**src/rtl/agg_seq_pkg.sv**
```systemverilog
// Shared types and lane arithmetic helpers for the aggregation sequencer.
package agg_seq_pkg;

  typedef enum logic [1:0] {
    IDLE  = 2'd0,
    RUN   = 2'd1,
    DRAIN = 2'd2
  } agg_state_e;

  typedef enum logic {
    OP_ADD = 1'b0,
    OP_MAX = 1'b1
  } agg_op_e;

  localparam int unsigned LANE_W_DEFAULT = 8;
  localparam int          LANE_MAX       = (2 ** (LANE_W_DEFAULT - 1)) - 1;
  localparam int          LANE_MIN       = -(2 ** (LANE_W_DEFAULT - 1));

  // Sign-extended operands in, result clamped to [lo, hi].
  function automatic int sat_add(input int a, input int b,
                                 input int lo = LANE_MIN, input int hi = LANE_MAX);
    longint s;
    s = 64'(a) + 64'(b);
    if (s > 64'(hi)) return hi;
    if (s < 64'(lo)) return lo;
    return 32'(s);
  endfunction

endpackage

```
**src/rtl/agg_seq_ctrl_if.sv**
```systemverilog
// Command and scratchpad bus of the aggregation sequencer.
interface agg_seq_ctrl_if #(
  parameter int unsigned WIDTH       = 8,
  parameter int unsigned PARALLELISM = 1,
  parameter int unsigned HEIGHT      = 128
);
  localparam int unsigned AW = $clog2(HEIGHT);
  localparam int unsigned RW = PARALLELISM * WIDTH;

  logic          cmd_valid;
  logic          cmd_ready;
  logic [AW-1:0] cmd_src_a;
  logic [AW-1:0] cmd_src_b;
  logic [AW-1:0] cmd_dst;
  logic [AW:0]   cmd_len;
  logic          cmd_op;
  logic          busy;
  logic          done;
  logic          spad_cs;
  logic [AW-1:0] spad_read_addr_1;
  logic [AW-1:0] spad_read_addr_2;
  logic          spad_read_en_1;
  logic          spad_read_en_2;
  logic [RW-1:0] spad_qout_1;
  logic [RW-1:0] spad_qout_2;
  logic [AW-1:0] spad_write_addr;
  logic          spad_write_en;
  logic [RW-1:0] spad_din;

  modport master (
    output cmd_valid, cmd_src_a, cmd_src_b, cmd_dst, cmd_len, cmd_op,
           spad_qout_1, spad_qout_2,
    input  cmd_ready, busy, done, spad_cs,
           spad_read_addr_1, spad_read_addr_2, spad_read_en_1, spad_read_en_2,
           spad_write_addr, spad_write_en, spad_din
  );

  modport slave (
    input  cmd_valid, cmd_src_a, cmd_src_b, cmd_dst, cmd_len, cmd_op,
           spad_qout_1, spad_qout_2,
    output cmd_ready, busy, done, spad_cs,
           spad_read_addr_1, spad_read_addr_2, spad_read_en_1, spad_read_en_2,
           spad_write_addr, spad_write_en, spad_din
  );

endinterface

```
**src/rtl/agg_lane_alu.sv**
```systemverilog
// One signed lane: saturating add or signed max, purely combinational.
module agg_lane_alu
  import agg_seq_pkg::*;
#(
  parameter int unsigned WIDTH = LANE_W_DEFAULT
) (
  input  logic signed [WIDTH-1:0] i_a,
  input  logic signed [WIDTH-1:0] i_b,
  input  agg_op_e                 i_op,
  output logic signed [WIDTH-1:0] o_y_c
);
  localparam int LO = -(2 ** (WIDTH - 1));
  localparam int HI = (2 ** (WIDTH - 1)) - 1;

  int w_sum;

  always_comb begin
    w_sum = sat_add(32'(i_a), 32'(i_b), LO, HI);
    o_y_c = WIDTH'(w_sum);
    if (i_op == OP_MAX) begin
      o_y_c = (i_a > i_b) ? i_a : i_b;
    end
  end

endmodule

```
**src/rtl/agg_seq_ctrl.sv**
```systemverilog
// Command-driven row sequencer: streams len row pairs through the lane ALUs into dst.
// Optional AGG_SEQ_PERF_EN adds busy-cycle and completed-command counters.
module agg_seq_ctrl
  import agg_seq_pkg::*;
#(
  parameter int unsigned WIDTH       = LANE_W_DEFAULT,
  parameter int unsigned PARALLELISM = 1,
  parameter int unsigned HEIGHT      = 128
) (
  input  logic                clk,
  input  logic                rst,
  agg_seq_ctrl_if.slave       bus
`ifdef AGG_SEQ_PERF_EN
  ,
  output logic [31:0]         perf_busy_cycles,
  output logic [15:0]         perf_cmds
`endif
);
  localparam int unsigned AW = $clog2(HEIGHT);
  localparam int unsigned LW = AW + 1;
  localparam int unsigned RW = PARALLELISM * WIDTH;

  localparam logic [1:0] S_IDLE  = 2'(IDLE);
  localparam logic [1:0] S_RUN   = 2'(RUN);
  localparam logic [1:0] S_DRAIN = 2'(DRAIN);

  logic [1:0]    r_state;
  logic [1:0]    w_next_state;
  logic          w_accept;

  logic [LW-1:0] r_len_left;
  agg_op_e       r_op;
  logic [AW-1:0] r_rd_addr_1;
  logic [AW-1:0] r_rd_addr_2;
  logic [AW-1:0] r_dst_addr;
  logic          r_wr_valid;
  logic [AW-1:0] r_wr_addr;
  logic [RW-1:0] r_wr_data;
  logic          r_cmd_ready;
  logic          r_active;
  logic          r_rd_en;
  logic          r_done;

  logic [RW-1:0] w_op_a;
  logic [RW-1:0] w_op_b;
  logic [RW-1:0] w_result;

  always_ff @(posedge clk or posedge rst) begin
    if (rst) r_state <= S_IDLE;
    else     r_state <= w_next_state;
  end

  always_comb begin
    w_next_state = r_state;
    w_accept     = 1'b0;
    case (r_state)
      S_IDLE: begin
        if (bus.cmd_valid && r_cmd_ready) begin
          w_accept = 1'b1;
          if (bus.cmd_len != '0) w_next_state = S_RUN;
        end
      end
      S_RUN:   if (r_len_left == LW'(1)) w_next_state = S_DRAIN;
      S_DRAIN: w_next_state = S_IDLE;
      default: w_next_state = S_IDLE;
    endcase
  end

  // The row in the write stage lands in the scratchpad this cycle, so a read of it must see it now.
  assign w_op_a = (r_wr_valid && (r_wr_addr == r_rd_addr_1)) ? r_wr_data : bus.spad_qout_1;
  assign w_op_b = (r_wr_valid && (r_wr_addr == r_rd_addr_2)) ? r_wr_data : bus.spad_qout_2;

  for (genvar l = 0; l < PARALLELISM; l++) begin : g_lane
    agg_lane_alu #(.WIDTH(WIDTH)) u_alu (
      .i_a   (w_op_a[l*WIDTH +: WIDTH]),
      .i_b   (w_op_b[l*WIDTH +: WIDTH]),
      .i_op  (r_op),
      .o_y_c (w_result[l*WIDTH +: WIDTH])
    );
  end

  always_ff @(posedge clk or posedge rst) begin
    if (rst) begin
      r_len_left  <= '0;
      r_op        <= OP_ADD;
      r_rd_addr_1 <= '0;
      r_rd_addr_2 <= '0;
      r_dst_addr  <= '0;
      r_wr_valid  <= 1'b0;
      r_wr_addr   <= '0;
      r_wr_data   <= '0;
      r_cmd_ready <= 1'b1;
      r_active    <= 1'b0;
      r_rd_en     <= 1'b0;
      r_done      <= 1'b0;
    end else begin
      r_cmd_ready <= (w_next_state == S_IDLE);
      r_active    <= (w_next_state != S_IDLE);
      r_rd_en     <= (w_next_state == S_RUN);
      r_done      <= (w_next_state == S_DRAIN) || (w_accept && (bus.cmd_len == '0));
      r_wr_valid  <= (r_state == S_RUN);
      if (r_state == S_RUN) begin
        r_wr_addr <= r_dst_addr;
        r_wr_data <= w_result;
      end
      // Addresses wrap naturally at AW bits since HEIGHT is a power of two.
      if (w_accept) begin
        r_rd_addr_1 <= bus.cmd_src_a;
        r_rd_addr_2 <= bus.cmd_src_b;
        r_dst_addr  <= bus.cmd_dst;
        r_len_left  <= bus.cmd_len;
        r_op        <= agg_op_e'(bus.cmd_op);
      end else if (r_state == S_RUN) begin
        r_rd_addr_1 <= r_rd_addr_1 + AW'(1);
        r_rd_addr_2 <= r_rd_addr_2 + AW'(1);
        r_dst_addr  <= r_dst_addr + AW'(1);
        r_len_left  <= r_len_left - LW'(1);
      end
    end
  end

  assign bus.cmd_ready        = r_cmd_ready;
  assign bus.busy             = r_active;
  assign bus.done             = r_done;
  assign bus.spad_cs          = r_active;
  assign bus.spad_read_en_1   = r_rd_en;
  assign bus.spad_read_en_2   = r_rd_en;
  assign bus.spad_read_addr_1 = r_rd_addr_1;
  assign bus.spad_read_addr_2 = r_rd_addr_2;
  assign bus.spad_write_en    = r_wr_valid;
  assign bus.spad_write_addr  = r_wr_addr;
  assign bus.spad_din         = r_wr_data;

`ifdef AGG_SEQ_PERF_EN
  always_ff @(posedge clk or posedge rst) begin
    if (rst) begin
      perf_busy_cycles <= '0;
      perf_cmds        <= '0;
    end else begin
      if (r_active) perf_busy_cycles <= perf_busy_cycles + 32'd1;
      if (r_done)   perf_cmds        <= perf_cmds + 16'd1;
    end
  end
`endif

endmodule

```
**src/flat_wrapper.sv**
```systemverilog
// flat-port wrapper written by rule: the top's interface ports become plain ports
module agg_seq_ctrl_flat import agg_seq_pkg::*;
#(
  parameter int unsigned WIDTH       = LANE_W_DEFAULT,
  parameter int unsigned PARALLELISM = 1,
  parameter int unsigned HEIGHT      = 128
)
  (clk, rst, bus_cmd_valid, bus_cmd_src_a, bus_cmd_src_b, bus_cmd_dst, bus_cmd_len, bus_cmd_op, bus_spad_qout_1, bus_spad_qout_2, bus_cmd_ready, bus_busy, bus_done, bus_spad_cs, bus_spad_read_addr_1, bus_spad_read_addr_2, bus_spad_read_en_1, bus_spad_read_en_2, bus_spad_write_addr, bus_spad_write_en, bus_spad_din);
  agg_seq_ctrl_if #(.WIDTH(WIDTH), .PARALLELISM(PARALLELISM), .HEIGHT(HEIGHT)) bus_i ();
  input  logic clk;
  input  logic rst;
  input wire logic [$bits(bus_i.cmd_valid)-1:0] bus_cmd_valid;
  input wire logic [$bits(bus_i.cmd_src_a)-1:0] bus_cmd_src_a;
  input wire logic [$bits(bus_i.cmd_src_b)-1:0] bus_cmd_src_b;
  input wire logic [$bits(bus_i.cmd_dst)-1:0] bus_cmd_dst;
  input wire logic [$bits(bus_i.cmd_len)-1:0] bus_cmd_len;
  input wire logic [$bits(bus_i.cmd_op)-1:0] bus_cmd_op;
  input wire logic [$bits(bus_i.spad_qout_1)-1:0] bus_spad_qout_1;
  input wire logic [$bits(bus_i.spad_qout_2)-1:0] bus_spad_qout_2;
  output wire logic [$bits(bus_i.cmd_ready)-1:0] bus_cmd_ready;
  output wire logic [$bits(bus_i.busy)-1:0] bus_busy;
  output wire logic [$bits(bus_i.done)-1:0] bus_done;
  output wire logic [$bits(bus_i.spad_cs)-1:0] bus_spad_cs;
  output wire logic [$bits(bus_i.spad_read_addr_1)-1:0] bus_spad_read_addr_1;
  output wire logic [$bits(bus_i.spad_read_addr_2)-1:0] bus_spad_read_addr_2;
  output wire logic [$bits(bus_i.spad_read_en_1)-1:0] bus_spad_read_en_1;
  output wire logic [$bits(bus_i.spad_read_en_2)-1:0] bus_spad_read_en_2;
  output wire logic [$bits(bus_i.spad_write_addr)-1:0] bus_spad_write_addr;
  output wire logic [$bits(bus_i.spad_write_en)-1:0] bus_spad_write_en;
  output wire logic [$bits(bus_i.spad_din)-1:0] bus_spad_din;
  assign bus_i.cmd_valid = bus_cmd_valid;
  assign bus_i.cmd_src_a = bus_cmd_src_a;
  assign bus_i.cmd_src_b = bus_cmd_src_b;
  assign bus_i.cmd_dst = bus_cmd_dst;
  assign bus_i.cmd_len = bus_cmd_len;
  assign bus_i.cmd_op = bus_cmd_op;
  assign bus_i.spad_qout_1 = bus_spad_qout_1;
  assign bus_i.spad_qout_2 = bus_spad_qout_2;
  assign bus_cmd_ready = bus_i.cmd_ready;
  assign bus_busy = bus_i.busy;
  assign bus_done = bus_i.done;
  assign bus_spad_cs = bus_i.spad_cs;
  assign bus_spad_read_addr_1 = bus_i.spad_read_addr_1;
  assign bus_spad_read_addr_2 = bus_i.spad_read_addr_2;
  assign bus_spad_read_en_1 = bus_i.spad_read_en_1;
  assign bus_spad_read_en_2 = bus_i.spad_read_en_2;
  assign bus_spad_write_addr = bus_i.spad_write_addr;
  assign bus_spad_write_en = bus_i.spad_write_en;
  assign bus_spad_din = bus_i.spad_din;
  agg_seq_ctrl #(.WIDTH(WIDTH), .PARALLELISM(PARALLELISM), .HEIGHT(HEIGHT)) u_core (.clk(clk), .rst(rst), .bus(bus_i));
endmodule
```
**config.mk**
```make
export PLATFORM = sky130hd
export DESIGN_NAME = agg_seq_ctrl_flat
export DESIGN_NICKNAME = d
export VERILOG_FILES = /design/src/rtl/agg_seq_pkg.sv /design/src/rtl/agg_seq_ctrl_if.sv /design/src/rtl/agg_lane_alu.sv /design/src/rtl/agg_seq_ctrl.sv /design/src/flat_wrapper.sv
export SDC_FILE = /design/constraint.sdc
export NUM_CORES = 1
export LEC_CHECK = 0
export CAP_MARGIN = 10
export CORE_MARGIN = 2
export CORE_UTILIZATION = 47
export CTS_CLUSTER_SIZE = 20
export DETAILED_ROUTE_END_ITERATION = 6
export PLACE_DENSITY = 0.76
export SYNTH_ARGS = -nofsm -noshare
export SYNTH_HDL_FRONTEND = slang
export SYNTH_SLANG_ARGS = --single-unit
export TNS_END_PERCENT = 5
```
**constraint.sdc**
```tcl
create_clock -name clk -period 3.8 [get_ports clk]
set_input_delay 0.76 -clock clk [delete_from_list [all_inputs] [get_ports clk]]
set_output_delay 0.76 -clock clk [all_outputs]
set_load 0.01 [all_outputs]
```
# Yosys cells after proc, flatten, opt, wreduce, memory -nomap -nowiden

Cells that the tools add are included.
W data, S select, Z words.

Add/sub/neg operators: 5
Magnitude comparators: 3
Eq/ne operators: 6
Multiplexer cells: 25
Reductions and logical operators: 11

Operators with widths:

| kind                  | count |
|---|---|
| $mux W8               | 9 |
| $mux W7               | 7 |
| $add A7 B1 Y7 const B | 3 |
| $eq A7 B7 Y1          | 2 |
| $add A8 B8 Y9         | 1 |
| $gt A9 B8 Y1 const B  | 1 |
| $lt A9 B8 Y1 const B  | 1 |
| $eq A8 B1 Y1 const B  | 1 |
| $gt A8 B8 Y1          | 1 |
| $logic_not A8 Y1      | 1 |
| $reduce_bool A8 Y1    | 1 |
| $sub A8 B1 Y8 const B | 1 |
| $mux W2               | 3 |
| $mux W1               | 5 |
| $eq A2 B1 Y1 const B  | 2 |
| $logic_and A1 B1 Y1   | 4 |
| $logic_not A2 Y1      | 2 |
| $pmux W2 S2           | 1 |
| $reduce_bool A2 Y1    | 2 |
| $eq A2 B2 Y1 const B  | 1 |
| $logic_or A1 B1 Y1    | 1 |

Bits in registers: 52
Input port bits: 49
Logic and storage cells: 63

# Longest topological paths before layout

Depth in word-level cells: 10
Mapped depth: 16

# By module

A second synthesis with hierarchy kept.

Cell total of the unflattened synthesis: 391
Area total of the unflattened synthesis: 3622.2 um^2

Modules (own cells, without submodules):

| module       | times used | cells an instance | area each (um^2) | sequential area each (um^2) |
|---|---|---|---|---|
| agg_seq_ctrl | 1          | 294               | 2826.5           | 1302.5 |
| agg_lane_alu | 1          | 97                | 795.8            | 0.0 |

# Worst setup path after synthesis

Ideal clock, no wire load.

Path type: reg2reg
From: reg u_core.r_wr_addr[1], in the netlist u_core.bus.spad_write_addr[1]
To: reg u_core.r_wr_data[2], in the netlist u_core.bus.spad_din[2]
Library setup time: 0.082 ns
Arrival time: 4.022 ns
Required time: 3.718 ns
Path slack: -0.304 ns
Stages on the path, launching flop included: 14
Path through: dfrtp_1 > xnor2_1 > nand4_1 > nor2_2 > mux2_2 > ha_1 > clkbuf_1 > or4_1 > or4_1 > o311ai_1 > o22ai_1 > mux2i_1 > or2_2 > a31oi_1

Word-level cells in the longest chain between the ends: 10
Elaborated cells between the ends (all ways): 19

RTL lines:

| element                                       | RTL line                               | source |
|---|---|---|
| start, declared                               | agg_seq_ctrl.sv:37                     | `logic [AW-1:0] r_wr_addr;` |
| start signal, assigned                        | agg_seq_ctrl.sv:103                    | `r_wr_addr <= r_dst_addr;` |
| $eq A7 B7 Y1, on equally long branches        | agg_seq_ctrl.sv:70, agg_seq_ctrl.sv:71 |  |
| $logic_and A1 B1 Y1, on equally long branches | agg_seq_ctrl.sv:70, agg_seq_ctrl.sv:71 |  |
| $mux W8, on equally long branches             | agg_seq_ctrl.sv:70, agg_seq_ctrl.sv:71 |  |
| $add A8 B8 Y9                                 | agg_seq_pkg.sv:23                      | `s = 64'(a) + 64'(b);` |
| $gt A9 B8 Y1 or $lt A9 B8 Y1 (tied branches)  | agg_seq_pkg.sv:24, agg_seq_pkg.sv:25   |  |
| $mux W7 or $mux W1 (tied branches)            | agg_seq_pkg.sv:24, agg_seq_pkg.sv:25   |  |
| $mux W8 or $mux W1 (tied branches)            | agg_seq_pkg.sv:25                      | `if (s < 64'(lo)) return lo;` |
| $mux W8                                       | agg_seq_pkg.sv:26                      | `return 32'(s);` |
| $mux W8                                       | agg_seq_pkg.sv:25                      |  |
| $mux W8 (*)                                   | agg_lane_alu.sv:20                     | `if (i_op == OP_MAX) begin` |
| end signal, assigned                          | agg_seq_ctrl.sv:104                    | `r_wr_data <= w_result;` |
| end, declared                                 | agg_seq_ctrl.sv:38                     | `logic [RW-1:0] r_wr_data;` |

Mark *: on every way between the ends. The rest lies on a longest branch, timed or not. The select of a mux whose other input is x is not followed.
A chain may end at the register's enable or synchronous reset.

# Final worst setup path

From: reg u_core.r_wr_addr[0], in the netlist u_core.bus.spad_write_addr[0]
To: reg u_core.r_wr_data[3], in the netlist u_core.bus.spad_din[3]

The elaborated chain is that of the path after synthesis.

==> impl_metrics.py <==
metrics = {
    "pwr": {
        "p_comb_share_pct": 60.0,
        "p_sw_w": 0.00102,
        "clock_power_share_pct": 13.8,
        "sequentialPowerShare_pct": 26.3,
        "power_leakage_nw": 2.38,
        "p_int_w": 0.00153,
        "peakVddDrop_uv": 397,
        "powerDensity_nw_per_um2": 447,
        "swShare_pct": 39.9,
    },
    "clock_network": {
        "cts_tree": "yes",
        "clock_path_buffers": 2,
        "clock_sink_count": 52,
        "htreeDepth": 2,
        "root_buffer": "clkbuf_8",
        "clk_latency_ps": 320,
        "cts_made_buffers": 5,
        "cts.clk_slew.worst_paths_ps": 110,
    },
    "synthesis": {
        "yosys_warnings": 0,
        "ys_ff_latch": 52,
        "synth_flop_cell": "dfrtp_1",
        "syn-num-nets": 508,
        "ys_async_sr_fraction_pct": 100,
        "synth.distinct_cells": 69,
        "syn_avg_cell_area_um2": 9.01,
        "syn-instance-count": 437,
        "synth_seq_area_share_pct": 33.1,
        "synth_edf_count": 0,
        "syn_area_um2": 3940,
    },
    "placement": {
        "place_congestion": 0.896,
        "port-buffer-count": 84,
        "dp_hpwl_mm": 8.74,
        "dpl_cell_area_um2": 5260,
    },
    "global_route": {
        "grt_pass1_wl_mm": 19.0,
        "grt_max_degree": 44,
        "grt_pass1_vias": 3859,
        "antenna_found_initial": 0,
        "overflow": 0,
        "track_usage_pct": 26.6,
    },
    "worst_setup_path": {
        "reg2reg_slack_ps": 0.8,
        "cpMostUsedCell": "or4_4",
        "startpoint_type": "register",
        "reg2regPathDepth": 12,
        "worstSetupEndpointType": "register",
        "crit-reg2reg-launch": "u_core.bus.spad_write_addr[0]",
        "crit_path_max_fanout": 6,
        "cpMaxStageDelayCell": "or4_4",
        "critical_path_class": "reg -> reg",
        "crit_chain": "xnor2_2, nand4_1, nor2_4, mux2_4, ha_4, or4_4, or4_4, o311ai_4, o22ai_4, mux2i_1, or2_4, a31oi_1",
        "max_stage_delay_ps": 510,
        "worstReg2RegEnd": "u_core.bus.spad_din[3]",
        "cp.required_ps": 4040,
        "crit_arrival_ps": 4040,
        "crit_start": "u_core.bus.spad_write_addr[0]",
    },
    "sta": {
        "slew_headroom_pct": 47.6,
        "rsz0062_at_grt": "yes",
        "max_slew.worst_pin.slew_ps": 783,
        "post-route-period-util_pct": 100,
        "skew_ps": 8.77,
        "slew_viol_final": 0,
        "max_freq_mhz": 263,
        "hold_viol": 0,
        "finalSetupViolCount": 0,
        "hold_ws_ps": 523,
        "period_needed_ps": 3800,
        "finalSetupTns_ps": 0,
    },
    "route": {
        "wl_per_cell_um": 17.9,
        "wirelength_mm": 12.1,
        "route.vias.total": 3968,
        "drtPass1Iterations": 5,
        "drc_errors": 0,
        "viasPerCell": 5.84,
        "drtIter0Drc": 246,
        "ant_nets": 0,
    },
    "final_layout": {
        "drive_gt1_share_pct": 26.3,
        "fillers": 613,
        "antenna_cells": 0,
        "final_area_um2": 5720,
        "multi_input_area_um2": 2720,
        "area_delta_synth_final_pct": 45.2,
        "nNetsFinal": 644,
        "final_common_cell": "clkdlybuf4s50_1",
        "mostFrequentLayoutCells": "clkdlybuf4s50_1, buf_4, nand2_1, dfrtp_1",
        "post-route-util_pct": 69.9,
        "register_area_um2": 1310,
    },
    "floorplanning": {
        "ioPinCount": 85,
        "die_w_um": 95.5,
        "start_util_pct": 48.2,
        "die_height_um": 95.5,
        "core-area_um2": 8180,
        "dieArea_um2": 9130,
        "fp-row-count": 33,
    },
    "hold_path": {
        "hp-class": "reg -> reg",
        "min_to": "u_core.bus.spad_write_addr[6]",
        "hp-start": "u_core.r_dst_addr[6]",
        "holdPathStages": 2,
    },
    "flow_run": {
        "maxCapViolCount": 0,
    },
    "run_status": {
        "status": "completed",
    },
}
==> how the worst max path moves through the flow <==
stage,to,cells past startpoint
after global routing,u_core.bus.spad_din[3],14
after floorplan,u_core.bus.spad_din[2],13
after CTS,u_core.bus.spad_din[1],12
after detailed placement,u_core.bus.spad_din[5],13
final,u_core.bus.spad_din[3],12
after global placement,u_core.bus.spad_din[3],11
==> metrics by stage <==
step                      total power [W]  setup slack, ps  cells
after global placement            0.00192            -60.3    657
final                             0.00255            0.846    679
after CTS                         0.00234             4.80    667
after detailed placement          0.00193            -66.8    657
after floorplan                   0.00149            -14.4    437
after global routing              0.00270             -113    679
==> per-layer routing <==
metal	up-vias	GRT usage, %	routed length (um)
li1	1900	-	-
met1	1904	35.9	5270
met2	146	44.1	5940
met3	18	4.90	725
met4	0	6.90	189
met5	-	0	0
==> cell usage after synthesis, drive strengths merged (3+ instances only) <==
library cell,count,area [um2]
nand4,13,109
o211ai,8,60.1
a21oi,8,40.0
a221o,11,110
and3,7,43.8
o32ai,3,26.3
nor3,9,45.0
o311ai,8,70.1
clkbuf,17,65.1
o22ai,4,25.0
or4,5,37.5
a2111oi,3,26.3
or2,4,25.0
a21o,6,46.3
and2,3,18.8
nand3,7,35.0
a211oi,5,42.5
or3,3,18.8
inv,26,97.6
dfrtp,51,1280
mux2,7,78.8
ha,21,263
xnor2,21,221
nor4,8,56.3
a31o,3,26.3
o21ai,26,130
a22oi,3,22.5
a31oi,10,62.6
mux2i,15,150
buf,6,46.3
nand2,53,199
nor2,27,106
nor3b,4,30.0
==> final cells by class <==
cell class	instances	share of cell area [%]
Clock buffer	5	1.20
Clock inverter	3	0.481
Inverter	26	1.77
Multi-Input combinational cell	337	47.5
Sequential cell	52	23.0
Tap cell	105	2.30
Timing Repair Buffer	151	23.8
==> critical path: cells and delay by family, from the launching register on <==
kind                     cells  cell delay [ps]
adder cells (fa/ha/maj)      1              240
XOR/XNOR                     1              220
flip-flops                   1              460
AO/OA/AOI/OAI                3              500
multiplexers                 2              520
AND/OR/NAND/NOR              5             1770
==> sequential cells by signal (all words and copies together) (netlist names), 2 cells and up <==
signal	count
u_core.bus.spad_din	8
u_core.r_len_left	8
u_core.bus.spad_read_addr_1	7
u_core.bus.spad_read_addr_2	7
u_core.bus.spad_write_addr	7
u_core.r_dst_addr	7
u_core.r_state	2
==> logic make-up (layout without fill, tap and decap cells) <==
kind of cell             Yosys count  in the layout  share of synthesized area [%]
XOR/XNOR                          23             23                           6.07
buffers and inverters             49            185                           5.30
AND/OR/NAND/NOR                  150            150                           19.7
flip-flops                        52             52                           33.1
multiplexers                      22             22                           5.81
adder cells (fa/ha/maj)           24             24                           7.75
AO/OA/AOI/OAI                    117            118                           22.3
==> power groups by stage <==
stage	Clock (W)	Combinational, W	Sequential, W
after floorplan	0	0.000824	0.000668
after global placement	0	0.00125	0.000673
after detailed placement	0	0.00125	0.000674
after CTS	0.000354	0.00132	0.000666
after global routing	0.000380	0.00164	0.000681
final	0.000352	0.00153	0.000670
==> repair_timing <==
item	in CTS	in global routing
setup buffers	1	12
gates cloned	1	0
hold buffers	0	0
gates resized for setup	10	35
hold endpoints to repair	0	0
endpoints found under the setup margin	8	8
pin swaps	6	20
Note: power is estimated with default switching activity, not from simulation.
